<file path="src/rtl/uart_tx_framed.sv">
// uart_tx_framed: UART transmitter with a one-entry holding register.
// Frame = start bit, DATA_BITS data bits (LSB first), optional parity bit,
// STOP_BITS stop bits. Bit timing is driven entirely by the clk_en baud tick.
//
// Ports:
//   clk        - clock, all state on rising edge
//   rst        - asynchronous active-high reset
//   data_input - word to send, captured when a write is accepted
//   wr_en      - write request, one cycle per word
//   clk_en     - baud tick, one-cycle pulse per bit period
//   tx         - serial line, idle high
//   tx_busy    - frame in progress (state other than IDLE)
//   tx_ready   - holding register empty, a write will be accepted
//   tx_done    - one-cycle pulse at end of each frame
//   overrun    - one-cycle pulse when a write is dropped
module uart_tx_framed #(
    parameter int unsigned DATA_BITS = 8,
    parameter int unsigned PARITY    = 0,
    parameter int unsigned STOP_BITS = 1
) (
    input  logic                 clk,
    input  logic                 rst,
    input  logic [DATA_BITS-1:0] data_input,
    input  logic                 wr_en,
    input  logic                 clk_en,
    output logic                 tx,
    output logic                 tx_busy,
    output logic                 tx_ready,
    output logic                 tx_done,
    output logic                 overrun
);

    localparam int unsigned IDX_W  = (DATA_BITS > 1) ? $clog2(DATA_BITS) : 1;
    localparam int unsigned STOP_W = 2;
    localparam logic [IDX_W-1:0]  LAST_IDX = IDX_W'(DATA_BITS - 1);
    localparam logic [STOP_W-1:0] STOP_END = STOP_W'(STOP_BITS);

    typedef enum logic [2:0] {
        S_IDLE,
        S_START,
        S_DATA,
        S_PARITY,
        S_STOP
    } state_t;

    state_t                state_q, state_d;
    logic [DATA_BITS-1:0]  hold_q, hold_d;
    logic [DATA_BITS-1:0]  shift_q, shift_d;
    logic [IDX_W-1:0]      idx_q, idx_d;
    logic [STOP_W-1:0]     stop_cnt_q, stop_cnt_d;
    logic                  tx_d;
    logic                  busy_d;
    logic                  ready_d;
    logic                  done_d;
    logic                  overrun_d;
    logic                  take_hold;
    logic                  parity_bit;

    // Parity over the word being shifted out; odd mode inverts the XOR.
    always_comb begin
        parity_bit = ^shift_q;
        if (PARITY == 2) begin
            parity_bit = ~parity_bit;
        end
    end

    // Next-state, datapath and output logic.
    always_comb begin
        state_d    = state_q;
        hold_d     = hold_q;
        shift_d    = shift_q;
        idx_d      = idx_q;
        stop_cnt_d = stop_cnt_q;
        tx_d       = tx;
        ready_d    = tx_ready;
        done_d     = 1'b0;
        take_hold  = 1'b0;

        case (state_q)
            S_IDLE: begin
                // clk_en is ignored here; a full holding register starts a frame at once.
                tx_d = 1'b1;
                if (!tx_ready) begin
                    take_hold = 1'b1;
                    shift_d   = hold_q;
                    state_d   = S_START;
                end
            end

            S_START: begin
                if (clk_en) begin
                    tx_d    = 1'b0;
                    idx_d   = '0;
                    state_d = S_DATA;
                end
            end

            S_DATA: begin
                if (clk_en) begin
                    tx_d       = shift_q[idx_q];
                    stop_cnt_d = '0;
                    if (idx_q == LAST_IDX) begin
                        idx_d   = '0;
                        state_d = (PARITY != 0) ? S_PARITY : S_STOP;
                    end else begin
                        idx_d = idx_q + IDX_W'(1);
                    end
                end
            end

            S_PARITY: begin
                if (clk_en) begin
                    tx_d       = parity_bit;
                    stop_cnt_d = '0;
                    state_d    = S_STOP;
                end
            end

            S_STOP: begin
                if (clk_en) begin
                    if (stop_cnt_q == STOP_END) begin
                        // Completion tick: the last stop bit has lasted a full period.
                        done_d     = 1'b1;
                        stop_cnt_d = '0;
                        if (!tx_ready) begin
                            // Back-to-back: this tick is already the next start bit.
                            take_hold = 1'b1;
                            shift_d   = hold_q;
                            idx_d     = '0;
                            tx_d      = 1'b0;
                            state_d   = S_DATA;
                        end else begin
                            tx_d    = 1'b1;
                            state_d = S_IDLE;
                        end
                    end else begin
                        tx_d       = 1'b1;
                        stop_cnt_d = stop_cnt_q + STOP_W'(1);
                    end
                end
            end

            default: begin
                tx_d    = 1'b1;
                state_d = S_IDLE;
            end
        endcase

        // Holding register: emptying and filling are decided on the current
        // tx_ready, so a full register is never loaded and refilled together.
        if (take_hold) begin
            ready_d = 1'b1;
        end
        if (wr_en && tx_ready) begin
            hold_d  = data_input;
            ready_d = 1'b0;
        end
        overrun_d = wr_en && !tx_ready;

        busy_d = (state_d != S_IDLE);
    end

    // State and output registers; reset aborts any frame and drops held data.
    always_ff @(posedge clk or posedge rst) begin
        if (rst) begin
            state_q    <= S_IDLE;
            hold_q     <= '0;
            shift_q    <= '0;
            idx_q      <= '0;
            stop_cnt_q <= '0;
            tx         <= 1'b1;
            tx_busy    <= 1'b0;
            tx_ready   <= 1'b1;
            tx_done    <= 1'b0;
            overrun    <= 1'b0;
        end else begin
            state_q    <= state_d;
            hold_q     <= hold_d;
            shift_q    <= shift_d;
            idx_q      <= idx_d;
            stop_cnt_q <= stop_cnt_d;
            tx         <= tx_d;
            tx_busy    <= busy_d;
            tx_ready   <= ready_d;
            tx_done    <= done_d;
            overrun    <= overrun_d;
        end
    end

endmodule

</file>
<file path="config.mk">
export PLATFORM = sky130hd
export DESIGN_NAME = uart_tx_framed
export DESIGN_NICKNAME = d
export VERILOG_FILES = /design/src/rtl/uart_tx_framed.sv
export SDC_FILE = /design/constraint.sdc
export NUM_CORES = 1
export LEC_CHECK = 0
export ABC_CLOCK_PERIOD_IN_PS = 2900
export CAP_MARGIN = 10
export CORE_MARGIN = 4
export CORE_UTILIZATION = 48
export DETAILED_ROUTE_END_ITERATION = 10
export PLACE_DENSITY = 0.67
export SLEW_MARGIN = 20
export SYNTH_ARGS = -nofsm -noshare
export SYNTH_HDL_FRONTEND = slang
export SYNTH_SLANG_ARGS = --single-unit
</file>
<file path="constraint.sdc">
create_clock -name clk -period 2.9 [get_ports clk]
set_input_delay 0.435 -clock clk [delete_from_list [all_inputs] [get_ports clk]]
set_output_delay 0.435 -clock clk [all_outputs]
set_load 0.05 [all_outputs]
</file>
# After elaboration in Yosys (flattened, before gate mapping)
# Cells that the tools add are included.
# op_classes
mux	42
n_reduce_logical	15
add_sub_neg	2
magnitude_cmp	1
n_eq_ne	13
# ops
operator	count
$mux W3	13
$mux W8	3
$pmux W8 S2	1
$mux W1	15
$pmux W3 S5	1
$ne A2 B2 Y1 const B	6
$pmux W3 S3	1
$mux W2	4
$reduce_xor A8 Y1	1
$eq A3 B2 Y1 const B	2
$eq A3 B3 Y1 const B	2
$reduce_and A3 Y1	2
$reduce_and A6 Y1	1
$reduce_bool A2 Y1	3
$reduce_bool A3 Y1	2
$lt A3 B4 Y1 const B	1
$pmux W1 S4	1
$pmux W2 S2	1
$reduce_and A4 Y1	1
$add A3 B1 Y3 const B	1
$bmux W1 S3	1
$eq A3 B1 Y1 const B	1
$logic_not A3 Y1	1
$add A2 B1 Y2 const B	1
other kinds (6)	7
# totals
register_bits	29
inputBits	12
out_inout_bits	5

# Depth between registers and ports, before layout
# Gate-level depths: netlist (run 1).
# logic_depth
depth_word	6
depth_mapped	6
ltp_nobuf	6

# Worst setup path before layout (run 1)
# OpenSTA, ideal clock, no wires.
# synth_path
kind	register to register
from	reg tx_ready
to	reg shift_q[0]
t_arrival_ns	1.515
path_stages_with_launch	4
n_path_buf	0
synth_period_minus_slack_ns	1.640
t_required_ns	2.775
path_slack_ns	1.260
cell_sequence	dfstp_2 > or3_4 > a21oi_4 > mux2_4
# synth_between
elab_chain_cells	4
# synth_lines
element	line	rtl
from (decl)	28	output logic tx_ready,
from (signal assigned)	184	tx_ready <= ready_d;
$mux W8 *	--	
$mux W8 (2 in series)	--	
$pmux W8 S2 *	--	
to (signal assigned)	179	shift_q <= shift_d;
to (decl)	48	logic [DATA_BITS-1:0] shift_q, shift_d;
# Mark *: on every way between the ends. The rest lies on a longest branch, timed or not. The select of a mux whose other input is x is not followed.
# A chain may end at the register's enable or synchronous reset.

# Worst setup path after layout (run 1)
# layout_path
from	reg tx_ready
to	out tx_ready
# No word-level cell between the ends.

==> flow_summary.json, run 1 <==
{
  "outcome": "completed",
  "clock_latency_ns": 0.33,
  "grt_pass1_wl_um": 4370,
  "synth_edf_count": 0,
  "required_ns": 2.47,
  "synth_nets": 129,
  "rows": 19,
  "drtIter0Drc": 51,
  "grt_max_degree": 30,
  "ys_seq_elements": 29,
  "min_path_type": "input pin to asynchronous set/reset pin",
  "ys_types": 38,
  "fillers": 235,
  "crit_fanout": 6,
  "irDropWorstVdd_mv": 0.483,
  "wire_per_inst_um": 14.6,
  "drv_cap": 0,
  "cp-end-kind": "output pin",
  "r2r_cells": 3,
  "slew_headroom_pct": 66.9,
  "synth-warning-count": 0,
  "r2r-start": "state_q[0]",
  "final_nets": 149,
  "drc": 0,
  "dp.cells": 159,
  "fmax_ghz": 0.460,
  "place.gp.congestion": 0.805,
  "die_area_mm2": 0.00399,
  "slew_viol_final": 0,
  "synth-async-reset-ratio_pct": 100,
  "power.density_mw_per_mm2": 1180,
  "seq_area_um2": 728,
  "grt_util_all_layers_pct": 14.6,
  "cts_resized": 0,
  "cts_inserted_buffers": 5,
  "rrSetupSlack_ns": 1.09,
  "syn_area_per_cell_um2": 12.7,
  "crit_type": "flop to output pin",
  "cts_setup_buffers": 0,
  "cpLargestDelayFamily": "buffers and inverters",
  "final.setup_skew_ns": 0.00485,
  "critical_path_buf_inv_count": 1,
  "crit_path_cell_trace": "clkdlybuf4s50_1",
  "power_frac_clock_pct": 17.4,
  "cp.arrival_ns": 1.74,
  "portBuffers": 16,
  "cts_htree_levels": 2,
  "cts-root-buf": "clkbuf_4",
  "cts_hold_buf": 0,
  "die_h_um": 63.1,
  "cts_num_sinks": 29,
  "netlist.area_leader.share_pct": 46.3,
  "multi_input_area_um2": 683,
  "dr.pass1.iters": 4,
  "comb_power_share_pct": 44.5,
  "cts_tree": "done",
  "slowest_stage": "clkdlybuf4s50_1",
  "drive_gt1_share_pct": 26.5,
  "synth.area.top_cells": "dfrtp_1, mux2_4, mux2_2",
  "rsz0062_at_grt": "no",
  "start_util_pct": 51.6,
  "grt_pass1_vias": 933,
  "fin_setup_tns_ns": 0,
  "syn_inst": 115,
  "antenna_cells": 0,
  "ys_seq_area_share_pct": 49.9,
  "area_delta_synth_final_pct": 18.3,
  "layout.cells.non_filler": 167,
  "synth_top_cell_by_area": "dfrtp_1",
  "r2r_end": "shift_q[3]",
  "place_hpwl_um": 1800,
  "syn_area_mm2": 0.00146,
  "synth_most_common_cell": "dfrtp_1",
  "pin_count": 17,
  "globalRouteOverflowTotal": 0,
  "finalCriticalPeriod_ns": 2.18,
  "antenna_found_initial": 0,
  "vias_per_cell": 5.60,
  "die_w_um": 63.1,
  "finalHoldViolCount": 0,
  "setup_violations": 0,
  "power_leakage_uw": 0.000740,
  "slowest_delay_ns": 0.82,
  "p_seq_share_pct": 38.2,
  "clk_pin_slew_worst_paths_ns": 0.10,
  "ys_top_cells_by_count": "dfrtp_1, mux2_4, mux2_2, xnor2_1, nor2_1",
  "p_int_uw": 1310,
  "antenna_left": 0,
  "cts_buffer_depth": 2,
  "core_area_mm2": 0.00283,
  "tightest_slew_ns": 0.494,
  "switching_share_pct": 35.4,
  "wl_um": 2440,
  "timing.final.crit_share_pct": 75.0,
  "start_kind": "flop",
  "synth_ff_type": "dfrtp_1",
  "p_sw_uw": 720,
  "vias": 936
}
layer usage:
metal  routed length [um]  vias to the layer above  GRT usage, %
met5                    0                        -             0
met4                   51                        0          7.99
met3                  114                        5          6.22
met2                 1140                       23          22.9
met1                 1130                      460          16.7
li1                     -                      448             -
final cells by class:
cell class,count,area share [%]
clock inverter,2,2.18
tap,31,2.25
timing repair buffer,17,9.72
multi-input combinational,77,39.6
sequential,29,42.2
inverter,5,1.09
clock buffer,6,2.97
worst max-delay path by stage:
stage	from	end	slack, ns	cells past startpoint
3_3_place_gp	clk_en	shift_q[2]	0.68	4
6_report	tx_ready	tx_ready	0.72	1
2_1_floorplan	tx_ready	shift_q[0]	1.26	3
5_1_grt	tx_ready	tx_ready	0.65	1
4_1_cts	tx_ready	tx_ready	0.70	1
3_5_place_dp	clk_en	shift_q[3]	0.60	4
metrics by stage:
step | power [uW] | utilization [%] | cell area [um2] | worst slack (ns) | hold WS, ns
global placement | 1680 | 57.9 | 1640 | 0.681 | 0.482
CTS | 2060 | 61.0 | 1730 | 0.695 | 0.465
detailed placement | 1700 | 57.9 | 1640 | 0.600 | 0.488
finish | 2030 | 61.0 | 1730 | 0.725 | 0.456
floorplan | 1530 | - | 1460 | 1.26 | 0.476
global route | 2180 | 61.0 | 1730 | 0.654 | 0.481
logic make-up after synthesis:
kind of cell | Yosys count | share of synthesized area, %
XOR/XNOR | 8 | 4.80
adder cells (fa/ha/maj) | 2 | 1.71
buffers and inverters | 9 | 3.26
multiplexers | 22 | 20.4
flip-flops | 29 | 49.9
AO/OA/AOI/OAI | 17 | 8.41
AND/OR/NAND/NOR | 28 | 11.5
registers in the layout (all words and copies together), names as in the netlist:
register and count:
state_q 3, overrun 1, tx_done 1, stop_cnt_q 2, idx_q 3, hold_q 8
shift_q 8, tx 1, tx_ready 1, tx_busy 1
power groups by stage:
stage	combinational, uW	clock [uW]	sequential, uW
5_1_grt	986	386	809
6_report	904	353	777
3_5_place_dp	918	0	786
3_3_place_gp	897	0	778
2_1_floorplan	741	0	789
4_1_cts	919	362	777
layout by cell type (no fill, tap or decap), types with 2 or more instances in the layout:
cell type,n
dfstp_2,2
clkbuf_4,5
dfrtp_1,27
nand3b_1,3
nor2_1,6
ha_1,2
nand2_1,5
mux2_4,11
o21ai_0,4
a21oi_1,3
mux2i_1,2
inv_1,5
mux2_2,8
nand2b_1,3
xnor2_1,8
nor4b_1,2
clkdlybuf4s50_1,16
(Power assumes the default switching activity.)
==> run 2, diff against run 1 <==
--- a/config.mk
+++ b/config.mk
@@ -5,12 +5,12 @@
 export SDC_FILE = /design/constraint.sdc
 export NUM_CORES = 1
 export LEC_CHECK = 0
-export ABC_CLOCK_PERIOD_IN_PS = 2900
+export ABC_CLOCK_PERIOD_IN_PS = 2000
 export CAP_MARGIN = 10
 export CORE_MARGIN = 4
 export CORE_UTILIZATION = 48
 export DETAILED_ROUTE_END_ITERATION = 10
-export PLACE_DENSITY = 0.67
+export PLACE_DENSITY = 0.7
 export SLEW_MARGIN = 20
 export SYNTH_ARGS = -nofsm -noshare
 export SYNTH_HDL_FRONTEND = slang
==> constraint.sdc (replaced) <==
create_clock -name clk -period 2 [get_ports clk]
set_input_delay 0.3 -clock clk [delete_from_list [all_inputs] [get_ports clk]]
set_output_delay 0.3 -clock clk [all_outputs]
set_load 0.05 [all_outputs]
==> flow_summary.json, run 2 (synthesized netlist as in run 1, its figures left out) <==
{
  "outcome": "completed",
  "cp-end-kind": "flop",
  "portBuffers": 16,
  "cts_htree_levels": 2,
  "globalRouteOverflowTotal": 0,
  "antenna_found_initial": 0,
  "place_area_mm2": 0.00166,
  "antenna_left": 0,
  "final_nets": 153,
  "finalCriticalPeriod_ns": 1.79,
  "clk_pin_slew_worst_paths_ns": 0.10,
  "place.gp.congestion": 0.807,
  "cts-root-buf": "clkbuf_4",
  "place_hpwl_um": 1860,
  "finalHoldViolCount": 0,
  "crit_fanout": 6,
  "grt_pass1_wl_um": 4440,
  "start_util_pct": 51.6,
  "rows": 19,
  "seq_area_um2": 728,
  "min_path_type": "input pin to asynchronous set/reset pin",
  "cp.arrival_ns": 1.99,
  "die_h_um": 63.1,
  "fmax_ghz": 0.558,
  "largestRegisters": "hold_q (8), shift_q (8)",
  "vias_per_cell": 5.49,
  "area_delta_synth_final_pct": 18.0,
  "cts_buffer_depth": 2,
  "fin_setup_tns_ns": 0,
  "cts_inserted_buffers": 5,
  "pin_count": 17,
  "cts_setup_buffers": 0,
  "vias": 939,
  "slew_viol_final": 0,
  "drive_gt1_share_pct": 29.3,
  "irDropWorstVdd_mv": 0.815,
  "dr.pass1.iters": 4,
  "drc": 0,
  "cts_num_sinks": 29,
  "power_leakage_uw": 0.000754,
  "clock_latency_ns": 0.33,
  "final_cell_area_mm2": 0.00172,
  "grt_max_degree": 30,
  "die_w_um": 63.1,
  "required_ns": 2.20,
  "fin_util_pct": 60.9,
  "grt_util_all_layers_pct": 14.4,
  "cts_tree": "done",
  "start_kind": "flop",
  "drtIter0Drc": 58,
  "tightest_slew_ns": 0.501,
  "die_area_mm2": 0.00399,
  "rsz0062_at_grt": "no",
  "antenna_cells": 0,
  "multi_input_area_um2": 683,
  "grt_pass1_vias": 932,
  "wire_per_inst_um": 14.8,
  "setup_violations": 0,
  "final.setup_skew_ns": 0.00948,
  "fillers": 234,
  "slew_headroom_pct": 66.6,
  "power.density_mw_per_mm2": 1640,
  "mostFrequentLayoutCells": "dfrtp_1, clkdlybuf4s50_1, mux2_4",
  "crit_type": "flop to flop",
  "final_common_cell": "dfrtp_1",
  "core_area_mm2": 0.00283,
  "drv_cap": 0,
  "wl_um": 2530,
  "timing.final.crit_share_pct": 89.6
}
[run 2: cell types whose count changed in the layout (fill, tap and decap cells not counted)]
cell	delta
clkbuf_8	-1
bufinv_16	-1
buf_4	+5
clkinv_2	+2
clkdlybuf4s50_1	-2
dlymetal6s2s_1	+1
[run 2: through the flow]
step	power, uW	worst slack [ns]	hold WS [ns]	cells
CTS	2860	0.00260	0.325	171
global route	3060	0.0917	0.345	171
global placement	2450	0.128	0.484	163
finish	2830	0.208	0.324	171
floorplan	2220	0.360	0.377	115
detailed placement	2510	0.0980	0.491	163
[run 2: layer usage]
layer	track usage, %	vias to the layer above	share of wire (%)
li1	-	454	-
met1	18.6	459	46
met2	21.9	24	48
met3	5.51	2	4.7
met4	5.79	0	0.87
met5	0	-	0
[run 2: cell type report]
type                       count  area share, %
tap                           31           2.25
sequential                    29           42.3
inverter                       5           1.09
multi-input combinational     77           39.7
clock inverter                 3           1.02
clock buffer                   5           2.18
timing repair buffer          21           11.5
[run 2: what timing repair did]
item	CTS	global route
setup endpoints to repair	0	1
hold buffers	0	0
resized for setup	0	1
[run 2: power breakdown]
group | switching [uW] | total [uW] | internal [uW]
clock network | 217 | 349 | 132
logic | 619 | 1390 | 774
registers | 227 | 1090 | 858
total | 1060 | 2830 | 1760
[run 2: critical path, stage by stage, from the launching register on]
cell,delay [ns]
dfrtp_1,0.46
ha_1,0.23
ha_1,0.22
o21ai_0,0.24
o21ai_1,0.13
or3_1,0.39
[run 2: worst paths after layout]
kind | start | end | slack, ns | depth (start not counted)
max | idx_q[0] | tx_busy | 0.21 | 5
min | rst | stop_cnt_q[0] | 0.32 | 3
max reg2reg | idx_q[0] | tx_busy | 0.21 | 5
min reg2reg | hold_q[1] | shift_q[1] | 0.51 | 1
max in group asynchronous | rst | tx_ready | 1.36 | 3
min in group clk | hold_q[1] | shift_q[1] | 0.51 | 1
